### src/rtl/lfsr_pkg.sv
// Shared types and constants for the LFSR control slice.
package lfsr_pkg;

    localparam int unsigned LFSR_W = 8;

    // An all-zero state locks the LFSR, so this replaces a zero seed.
    localparam logic [LFSR_W-1:0] SEED_SAFE = 8'h01;

    typedef enum logic [1:0] {
        StIdle,
        StWaitPress,
        StPressed,
        StWaitRelease
    } deb_state_e;

    function automatic logic [LFSR_W-1:0] seed_guard(input logic [LFSR_W-1:0] raw);
        return (raw == '0) ? SEED_SAFE : raw;
    endfunction

endpackage

### src/rtl/btn_debounce.sv
// Synchronizes one raw button and emits a single-cycle pulse per accepted press.
module btn_debounce
    import lfsr_pkg::*;
#(
    parameter int unsigned DEBOUNCE_CYCLES = 16
) (
    input  logic clk_i,
    input  logic rst_i,
    input  logic raw_i,
    output logic pulse_o
);

    localparam int unsigned CntW = (DEBOUNCE_CYCLES > 1) ? $clog2(DEBOUNCE_CYCLES) : 1;
    localparam logic [CntW-1:0] CntMax = CntW'(DEBOUNCE_CYCLES - 1);

    logic [1:0]     sync_q;
    logic           level;
    deb_state_e     state_q;
    logic [CntW-1:0] cnt_q;
    logic           pulse_q;

    assign level   = sync_q[1];
    assign pulse_o = pulse_q;

    always_ff @(posedge clk_i) begin
        if (rst_i) begin
            sync_q  <= '0;
            state_q <= StIdle;
            cnt_q   <= '0;
            pulse_q <= 1'b0;
        end else begin
            sync_q  <= {sync_q[0], raw_i};
            pulse_q <= 1'b0;
            case (state_q)
                StIdle: begin
                    if (level) begin
                        state_q <= StWaitPress;
                        cnt_q   <= '0;
                    end
                end
                StWaitPress: begin
                    if (!level) begin
                        state_q <= StIdle;
                    end else if (cnt_q == CntMax) begin
                        state_q <= StPressed;
                        pulse_q <= 1'b1;
                    end else begin
                        cnt_q <= cnt_q + CntW'(1);
                    end
                end
                StPressed: begin
                    if (!level) begin
                        state_q <= StWaitRelease;
                        cnt_q   <= '0;
                    end
                end
                StWaitRelease: begin
                    // A bounce back to 1 re-arms PRESSED without a second pulse.
                    if (level) begin
                        state_q <= StPressed;
                    end else if (cnt_q == CntMax) begin
                        state_q <= StIdle;
                    end else begin
                        cnt_q <= cnt_q + CntW'(1);
                    end
                end
                default: state_q <= StIdle;
            endcase
        end
    end

endmodule

### src/rtl/lfsr_step_ctrl.sv
// Step/load strobe generation, seed register and step counter for the LFSR.
// Auto-run mode and its prescaler are built only when LFSR_AUTO_RUN_EN is defined.
module lfsr_step_ctrl
    import lfsr_pkg::*;
#(
    parameter int unsigned DEBOUNCE_CYCLES = 16,
    parameter int unsigned AUTO_DIV        = 8
) (
    input  logic              clk_i,
    input  logic              rst_i,
    input  logic              btn_step_i,
    input  logic              btn_load_i,
    input  logic              sw_auto_i,
    input  logic [LFSR_W-1:0] sw_seed_i,
    output logic              step_o,
    output logic              load_o,
    output logic [LFSR_W-1:0] seed_o,
    output logic [LFSR_W-1:0] step_cnt_o
);

    logic              step_pls, load_pls, step_req;
    logic [LFSR_W-1:0] seed_s1_q, seed_s2_q;
    logic [LFSR_W-1:0] seed_q, seed_d, cnt_q, cnt_d;
    logic              step_q, step_d, load_q, load_d;

    btn_debounce #(
        .DEBOUNCE_CYCLES(DEBOUNCE_CYCLES)
    ) u_deb_step (
        .clk_i  (clk_i),
        .rst_i  (rst_i),
        .raw_i  (btn_step_i),
        .pulse_o(step_pls)
    );

    btn_debounce #(
        .DEBOUNCE_CYCLES(DEBOUNCE_CYCLES)
    ) u_deb_load (
        .clk_i  (clk_i),
        .rst_i  (rst_i),
        .raw_i  (btn_load_i),
        .pulse_o(load_pls)
    );

`ifdef LFSR_AUTO_RUN_EN
    localparam int unsigned PrescW = $clog2(AUTO_DIV);
    localparam logic [PrescW-1:0] PrescMax = PrescW'(AUTO_DIV - 1);

    logic [1:0]        auto_sync_q;
    logic              auto_on, presc_wrap;
    logic [PrescW-1:0] presc_q, presc_d;

    assign auto_on    = auto_sync_q[1];
    assign presc_wrap = auto_on && (presc_q == PrescMax);
    assign step_req   = auto_on ? presc_wrap : step_pls;

    // Prescaler idles at 0 outside auto mode so entry always starts a full period.
    always_comb begin
        presc_d = presc_q + PrescW'(1);
        if (load_pls || presc_wrap || !auto_on) begin
            presc_d = '0;
        end
    end

    always_ff @(posedge clk_i) begin
        if (rst_i) begin
            auto_sync_q <= '0;
            presc_q     <= '0;
        end else begin
            auto_sync_q <= {auto_sync_q[0], sw_auto_i};
            presc_q     <= presc_d;
        end
    end
`else
    logic unused_auto;
    assign unused_auto = sw_auto_i ^ (AUTO_DIV == 0);
    assign step_req    = step_pls;
`endif

    // Load has priority: a coincident step is dropped and the count restarts.
    always_comb begin
        load_d = load_pls;
        step_d = 1'b0;
        seed_d = seed_q;
        cnt_d  = cnt_q;
        if (load_pls) begin
            seed_d = seed_guard(seed_s2_q);
            cnt_d  = '0;
        end else if (step_req) begin
            step_d = 1'b1;
            cnt_d  = cnt_q + LFSR_W'(1);
        end
    end

    always_ff @(posedge clk_i) begin
        if (rst_i) begin
            seed_s1_q <= '0;
            seed_s2_q <= '0;
            seed_q    <= SEED_SAFE;
            cnt_q     <= '0;
            step_q    <= 1'b0;
            load_q    <= 1'b0;
        end else begin
            seed_s1_q <= sw_seed_i;
            seed_s2_q <= seed_s1_q;
            seed_q    <= seed_d;
            cnt_q     <= cnt_d;
            step_q    <= step_d;
            load_q    <= load_d;
        end
    end

    assign step_o     = step_q;
    assign load_o     = load_q;
    assign seed_o     = seed_q;
    assign step_cnt_o = cnt_q;

endmodule
### config.mk
export PLATFORM = sky130hd
export DESIGN_NAME = lfsr_step_ctrl
export DESIGN_NICKNAME = d
export VERILOG_FILES = /design/src/rtl/lfsr_pkg.sv /design/src/rtl/btn_debounce.sv /design/src/rtl/lfsr_step_ctrl.sv
export SDC_FILE = /design/constraint.sdc
export NUM_CORES = 1
export LEC_CHECK = 0
export BUFFER_PORTS_ARGS = -buffer_cell sky130_fd_sc_hd__buf_2
export CAP_MARGIN = 0
export CORE_MARGIN = 8
export CORE_UTILIZATION = 25
export DETAILED_ROUTE_END_ITERATION = 16
export GPL_ROUTABILITY_DRIVEN = 0
export GPL_TIMING_DRIVEN = 0
export PLACE_DENSITY = 0.47
export SLEW_MARGIN = 10
export SYNTH_ARGS = -nofsm -noshare
export SYNTH_HDL_FRONTEND = slang
export SYNTH_SLANG_ARGS = --single-unit
### constraint.sdc
create_clock -name clk_i -period 1.4 [get_ports clk_i]
set_input_delay 0.21 -clock clk_i [delete_from_list [all_inputs] [get_ports clk_i]]
set_output_delay 0.21 -clock clk_i [all_outputs]
set_load 0.03 [all_outputs]
==> run_results.csv, run 1 <==
group,metric,value,unit
die,die_area,10400,um^2
yosys,synthArstFlopShare,0,
yosys,synth_ff_type,"dfxtp_1",
yosys,post-synth-top-count-cell,"dfxtp_1",
yosys,syn_area_per_cell,10.2,um^2
die,die_y,102,um
finish,fin_nets,233,
timing,setup_tns,0,ns
finish,n_fill_cell,785,
run_status,status,"finished, final reports clean",
clock_tree,clk_pin_slew,0.10,ns
timing,rsz0062_at_grt,"false",
timing,setup_viol,0,
clock_tree,hold_buffers,0,
yosys,synth.distinct_cells,33,
timing,maxSlewViolCount,0,
yosys,synth_area,1850,um^2
clock_tree,cts_made_buffers,5,
finish,final_cell_area,2240,um^2
grt,grt_pass1_vias,1386,
yosys,synth_seq_cells,52,
setup_path,path_class,"flip-flop to flip-flop",
die,core_area,7210,um^2
clock_tree,clock_latency,0.30,ns
finish,syn2layout_area_growth,21.2,%
timing,hold_viol_final,0,
clock_tree,clk_path_buf_depth,2,
timing,tightest_slew,0.488,ns
detailed_routing,viasPerCell,4.22,
yosys,yosys-top-cells-count,"52 x dfxtp_1, 21 x nor2b_1, 14 x a21oi_1, 14 x nor2_1",
yosys,synth_fp_nets,197,
yosys,seq_area_frac_synth,0.564,
grt,grt_pass1_wl,6.33,mm
clock_tree,clock-sinks,52,
detailed_routing,drc_errors,0,
clock_tree,cts_tree,"done",
power_and_ir_drop,peakVddDrop,0.510,mV
placement,placedInstanceArea,2120,um^2
detailed_routing,routed_wl,3.50,mm
timing,period_minus_slack,1.29,ns
setup_path,cp-start-kind,"flip-flop",
die,row_count,31,
finish,drive_gt1_frac,0.211,
yosys,synth_top_area_frac,0.564,
timing,relSlewSlack,0.675,
yosys,ys_top_cells_by_area,"dfxtp_1 56%, nor2b_1 7.1%, mux2i_1 4.3%",
yosys,syn_inst,181,
timing,fin_crit_sh,0.923,
die,num_io_pins,31,
setup_path,worstPathArrival,1.53,ns
timing,maxClockFrequency,0.774,GHz
yosys,yosys.area.top_type,"dfxtp_1",
yosys,synth_edf_count,0,
min_path,min_path_type,"input port to flip-flop",
power_and_ir_drop,powerDensity,1170,nW/um^2
detailed_routing,drt_iter0_markers,25,
die,chipWidth,102,um
grt,grt_max_degree,17,
clock_tree,htreeDepth,2,
grt,antenna_found_initial,0,
finish,final_util,0.310,
timing,whs,0.116,ns
detailed_routing,wl_per_cell,11.0,um
placement,dpl.hpwl,2.52,mm
yosys,yosysWarnings,0,
finish,diodes,0,
setup_path,required,1.63,ns
detailed_routing,drtPass1Iterations,4,
run,maxCapViolCount,0,
clock_tree,cts_root_buffer,"clkbuf_8",
timing,clock_skew,0.00851,ns
setup_path,cp_max_fo,5,
power_and_ir_drop,total_power,2.63,mW
grt,track_usage,0.0758,
placement,numPortBuffers,29,
die,initial_core_util,0.256,
detailed_routing,vias,1338,
grt,grt-ovfl-total,0,
power_and_ir_drop,p_leak,0.861,nW
setup_path,end_kind,"flip-flop",
detailed_routing,ant_nets,0,
==> power breakdown <==
part	internal, mW	switching, mW	leakage, nW
clock network	0.541	0.483	0.0558
registers	1.51	0.0129	0.424
logic	0.0389	0.0432	0.380
==> routing by layer <==
metal	routed length, um	GRT usage
met5	0	0
met4	24	0.0271
met3	256	0.0341
met2	1460	0.118
met1	1760	0.0900
==> area by class of cell <==
class	instances	area, um^2	share of cell area
tap	99	124	0.0554
clock inverter	2	38.8	0.0173
clock buffer	6	72.6	0.0325
timing repair buffer	29	145	0.0649
buffer	7	35.0	0.0157
inverter	2	7.51	0.00336
sequential	52	1040	0.467
multi-input combinational	120	769	0.344
==> layout by cell type (no fill, tap or decap), types with 6 or more instances in the layout <==
| master | n |
|---|---|
| dfxtp_1 | 50 |
| buf_2 | 30 |
| nor2b_1 | 21 |
| nor2_1 | 14 |
| a21oi_1 | 14 |
| mux2i_1 | 8 |
| nand2_1 | 8 |
| clkbuf_1 | 6 |
| nand4_1 | 6 |
| o21ai_0 | 6 |
==> through the flow <==
| stage | worst slack (ns) | instances |
|---|---|---|
| final | 0.108 | 317 |
| after global routing | 0.0173 | 317 |
| after global placement | 0.125 | 309 |
| after floorplan | 0.000735 | 181 |
| after detailed placement | 0.123 | 309 |
| after CTS | 0.106 | 317 |
==> flip-flops by register name (all words and copies together) (netlist names), named ones only <==
register,flops
seed_o,8
seed_s1_q,8
seed_s2_q,8
step_cnt_o,8
u_deb_load.cnt_q,4
u_deb_step.cnt_q,4
u_deb_load.sync_q,2
u_deb_step.sync_q,2
load_o,1
step_o,1
u_deb_load.pulse_o,1
u_deb_load.state_q,1
u_deb_step.pulse_o,1
u_deb_step.state_q,1
==> worst max-delay path: stages, from the launching register on <==
cell,delay [ns]
dfxtp_1,0.44
nand3_2,0.13
or4_1,0.51
a21oi_1,0.15
==> kinds of logic after synthesis <==
| kind of cell | Yosys count | share of synthesized area |
|---|---|---|
| AO/OA/AOI/OAI | 28 | 0.0875 |
| XOR/XNOR | 8 | 0.0380 |
| adder cells (fa/ha/maj) | 3 | 0.0203 |
| buffers and inverters | 9 | 0.0231 |
| flip-flops | 52 | 0.564 |
| multiplexers | 8 | 0.0434 |
| AND/OR/NAND/NOR | 73 | 0.224 |
==> path summary, 6_finish.rpt <==
check | from | endpoint | slack (ns) | cells past startpoint
min | sw_seed_i[7] | seed_s1_q[7] | 0.12 | 2
max | step_cnt_o[2] | step_cnt_o[7] | 0.11 | 3
max reg2reg | step_cnt_o[2] | step_cnt_o[7] | 0.11 | 3
min reg2reg | seed_s1_q[5] | seed_s2_q[5] | 0.44 | 1
==> what timing repair did <==
| action | CTS | global route |
|---|---|---|
| setup endpoints to repair | 0 | 2 |
| resized for setup | 0 | 1 |
| setup buffers | 0 | 0 |
| endpoints found under the hold margin | 0 | 0 |
Note: power is estimated with default switching activity, not from simulation.
==> inputs of run 2 (changes only) <==
CORE_MARGIN = 4   (was 8)
GPL_TIMING_DRIVEN = 1   (was 0)
clock period = 1.3 ns   (was 1.4 ns; I/O delays follow)
==> run 2 against run 1 <==
  * Utilization about the same
  * Non-clock buffer count fell by 1
  * Via count is 0.30% lower
  * Count of clock-buffer cells in the layout did not move
  * Register-to-register slack worse by 0.08 ns
  * Cell area about the same
  * Critical path type unchanged
  * Largest cell class unchanged
  * Largest power group unchanged
==> run_results.csv, run 2 (synthesis results as in run 1) <==
group,metric,value,unit
clock_tree,clk_pin_slew,0.09,ns
power_and_ir_drop,p_int,2.05,mW
timing,setup_tns,0,ns
setup_path,cp-start-kind,"flip-flop",
timing,maxSlewViolCount,0,
detailed_routing,routed_wl,3.27,mm
setup_path,crit_buf_inv,0,
grt,grt_pass1_vias,1316,
power_and_ir_drop,pwr-share-clk,0.345,
setup_path,path_delay_family,"flip-flops",
die,die_y,93.9,um
power_and_ir_drop,peakVddDrop,0.607,mV
setup_path,rrSetupSlack,0.03,ns
placement,dpl.hpwl,2.29,mm
power_and_ir_drop,sw_frac_of_total,0.222,
setup_path,path_class,"flip-flop to flip-flop",
finish,diodes,0,
finish,instances_no_fill,316,
finish,drive_gt1_frac,0.267,
clock_tree,htreeDepth,2,
grt,track_usage,0.0816,
run,maxCapViolCount,0,
detailed_routing,drt_iter0_markers,35,
timing,period_minus_slack,1.27,ns
setup_path,path_cells,"ha_1 -> and4_2 -> o31ai_1 -> a21oi_1",
finish,most-common-layout-cells,"45 x dfxtp_1, 29 x buf_2, 21 x nor2b_1, 14 x nor2_1, 14 x a21oi_1",
detailed_routing,drtPass1Iterations,4,
clock_tree,clock_latency,0.30,ns
placement,numPortBuffers,29,
setup_path,crit_end,"u_deb_load.cnt_q[3]",
timing,relSlewSlack,0.796,
timing,rsz0062_at_grt,"true",
die,row_count,31,
clock_tree,clk_path_buf_depth,2,
setup_path,end_kind,"flip-flop",
clock_tree,post_cts_buffers,0,
setup_path,critPathMaxStageDelay,0.34,ns
clock_tree,cts_made_buffers,5,
timing,hold_viol_final,0,
timing,clock_skew,0.00255,ns
grt,grt_max_degree,19,
power_and_ir_drop,pwr-share-comb,0.034,
power_and_ir_drop,p_leak,0.858,nW
setup_path,reg2regPathDepth,4,
detailed_routing,vias,1334,
finish,fin_nets,232,
clock_tree,cts_tree,"done",
setup_path,crit-reg2reg-launch,"u_deb_load.cnt_q[0]",
setup_path,critical_path.startpoint,"u_deb_load.cnt_q[0]",
power_and_ir_drop,p_seq_frac,0.621,
power_and_ir_drop,powerDensity,1180,nW/um^2
detailed_routing,viasPerCell,4.22,
timing,setup_viol,0,
placement,dp_cells,308,
die,chipWidth,93.9,um
grt,grt_pass1_wl,5.75,mm
detailed_routing,wl_per_cell,10.3,um
detailed_routing,ant_nets,0,
setup_path,cp.depth,4,
detailed_routing,drc_errors,0,
timing,maxClockFrequency,0.785,GHz
run_status,status,"finished, final reports clean",
finish,final_common_cell,"dfxtp_1",
grt,grt-ovfl-total,0,
setup_path,r2r_end,"u_deb_load.cnt_q[3]",
clock_tree,cts_root_buffer,"clkbuf_8",
setup_path,cp_max_fo,5,
finish,syn2layout_area_growth,21.2,%
die,core_area,7210,um^2
setup_path,worstPathArrival,1.45,ns
setup_path,cp_slowest_cell,"dfxtp_2",
min_path,min_path_type,"input port to flip-flop",
die,initial_core_util,0.256,
timing,fin_crit_sh,0.980,
die,num_io_pins,31,
grt,antenna_found_initial,0,
die,die_area,8820,um^2
timing,tightest_slew,0.303,ns
setup_path,required,1.48,ns
clock_tree,clock-sinks,52,
power_and_ir_drop,p_sw,0.583,mW
run 2: cell count changes in the layout (fill, tap and decap cells not counted), sizes merged:
cell	change
clkbuf	-5
buf	+4
bufinv	-1
clkinv	+1
inv	-1
clkinvlp	+1
run 2: worst min-delay path by stage:
stage / from / to / slack, ns / cells after the start
after detailed placement: sw_seed_i[1] / seed_s1_q[1] / 0.41 / 2
after global placement: sw_seed_i[6] / seed_s1_q[6] / 0.41 / 2
after CTS: sw_seed_i[1] / seed_s1_q[1] / 0.09 / 2
after global routing: sw_seed_i[4] / seed_s1_q[4] / 0.09 / 2
after floorplan: sw_seed_i[0] / seed_s1_q[0] / 0.32 / 1
final: sw_seed_i[1] / seed_s1_q[1] / 0.1 / 2
run 2: final cells by class:
| class | count | area [um^2] |
|---|---|---|
| fillers | 795 | 4980 |
| flip-flops and latches | 52 | 1050 |
| multi-input cells | 120 | 774 |
| repair buffers | 35 | 190 |
| well taps | 99 | 124 |
| clock buffers | 6 | 72.6 |
| clock inverters | 2 | 16.3 |
| inverters | 2 | 7.51 |
run 2: what timing repair did:
| item | 4_1_cts | 5_1_grt |
|---|---|---|
| hold buffers | 0 | 0 |
| resized for setup | 0 | 7 |
| setup endpoints to repair | 0 | 8 |
run 2: stage by stage:
stage	instance area, um^2	power (mW)	utilization	setup slack, ns	hold slack [ns]
floorplan	1850	1.73	-	-0.0153	0.323
detailed placement	2130	1.77	0.295	0.0488	0.409
global route	2240	2.76	0.310	-0.0193	0.0857
global placement	2130	1.77	0.295	0.0335	0.406
finish	2240	2.63	0.310	0.0263	0.0996
CTS	2220	2.69	0.308	0.0206	0.0862
run 2: worst reg2reg max path: stages (launching register included):
cell	delay, ns
dfxtp_2	0.34
ha_1	0.21
and4_2	0.28
o31ai_1	0.23
a21oi_1	0.09
run 2: metal layers:
metal	part of all wire	GRT usage	vias up
li1	-	-	696
met5	0	0	-
met2	0.45	0.133	29
met1	0.47	0.0945	605
met3	0.070	0.0313	4
met4	0.013	0.0361	0
run 2: power by group through the flow:
stage / clock network (mW) / registers [mW] / logic, mW
floorplan: 0 / 1.67 / 0.0572
global placement: 0 / 1.67 / 0.0901
detailed placement: 0 / 1.68 / 0.0912
CTS: 0.960 / 1.64 / 0.0915
global route: 1.02 / 1.64 / 0.102
finish: 0.909 / 1.64 / 0.0888
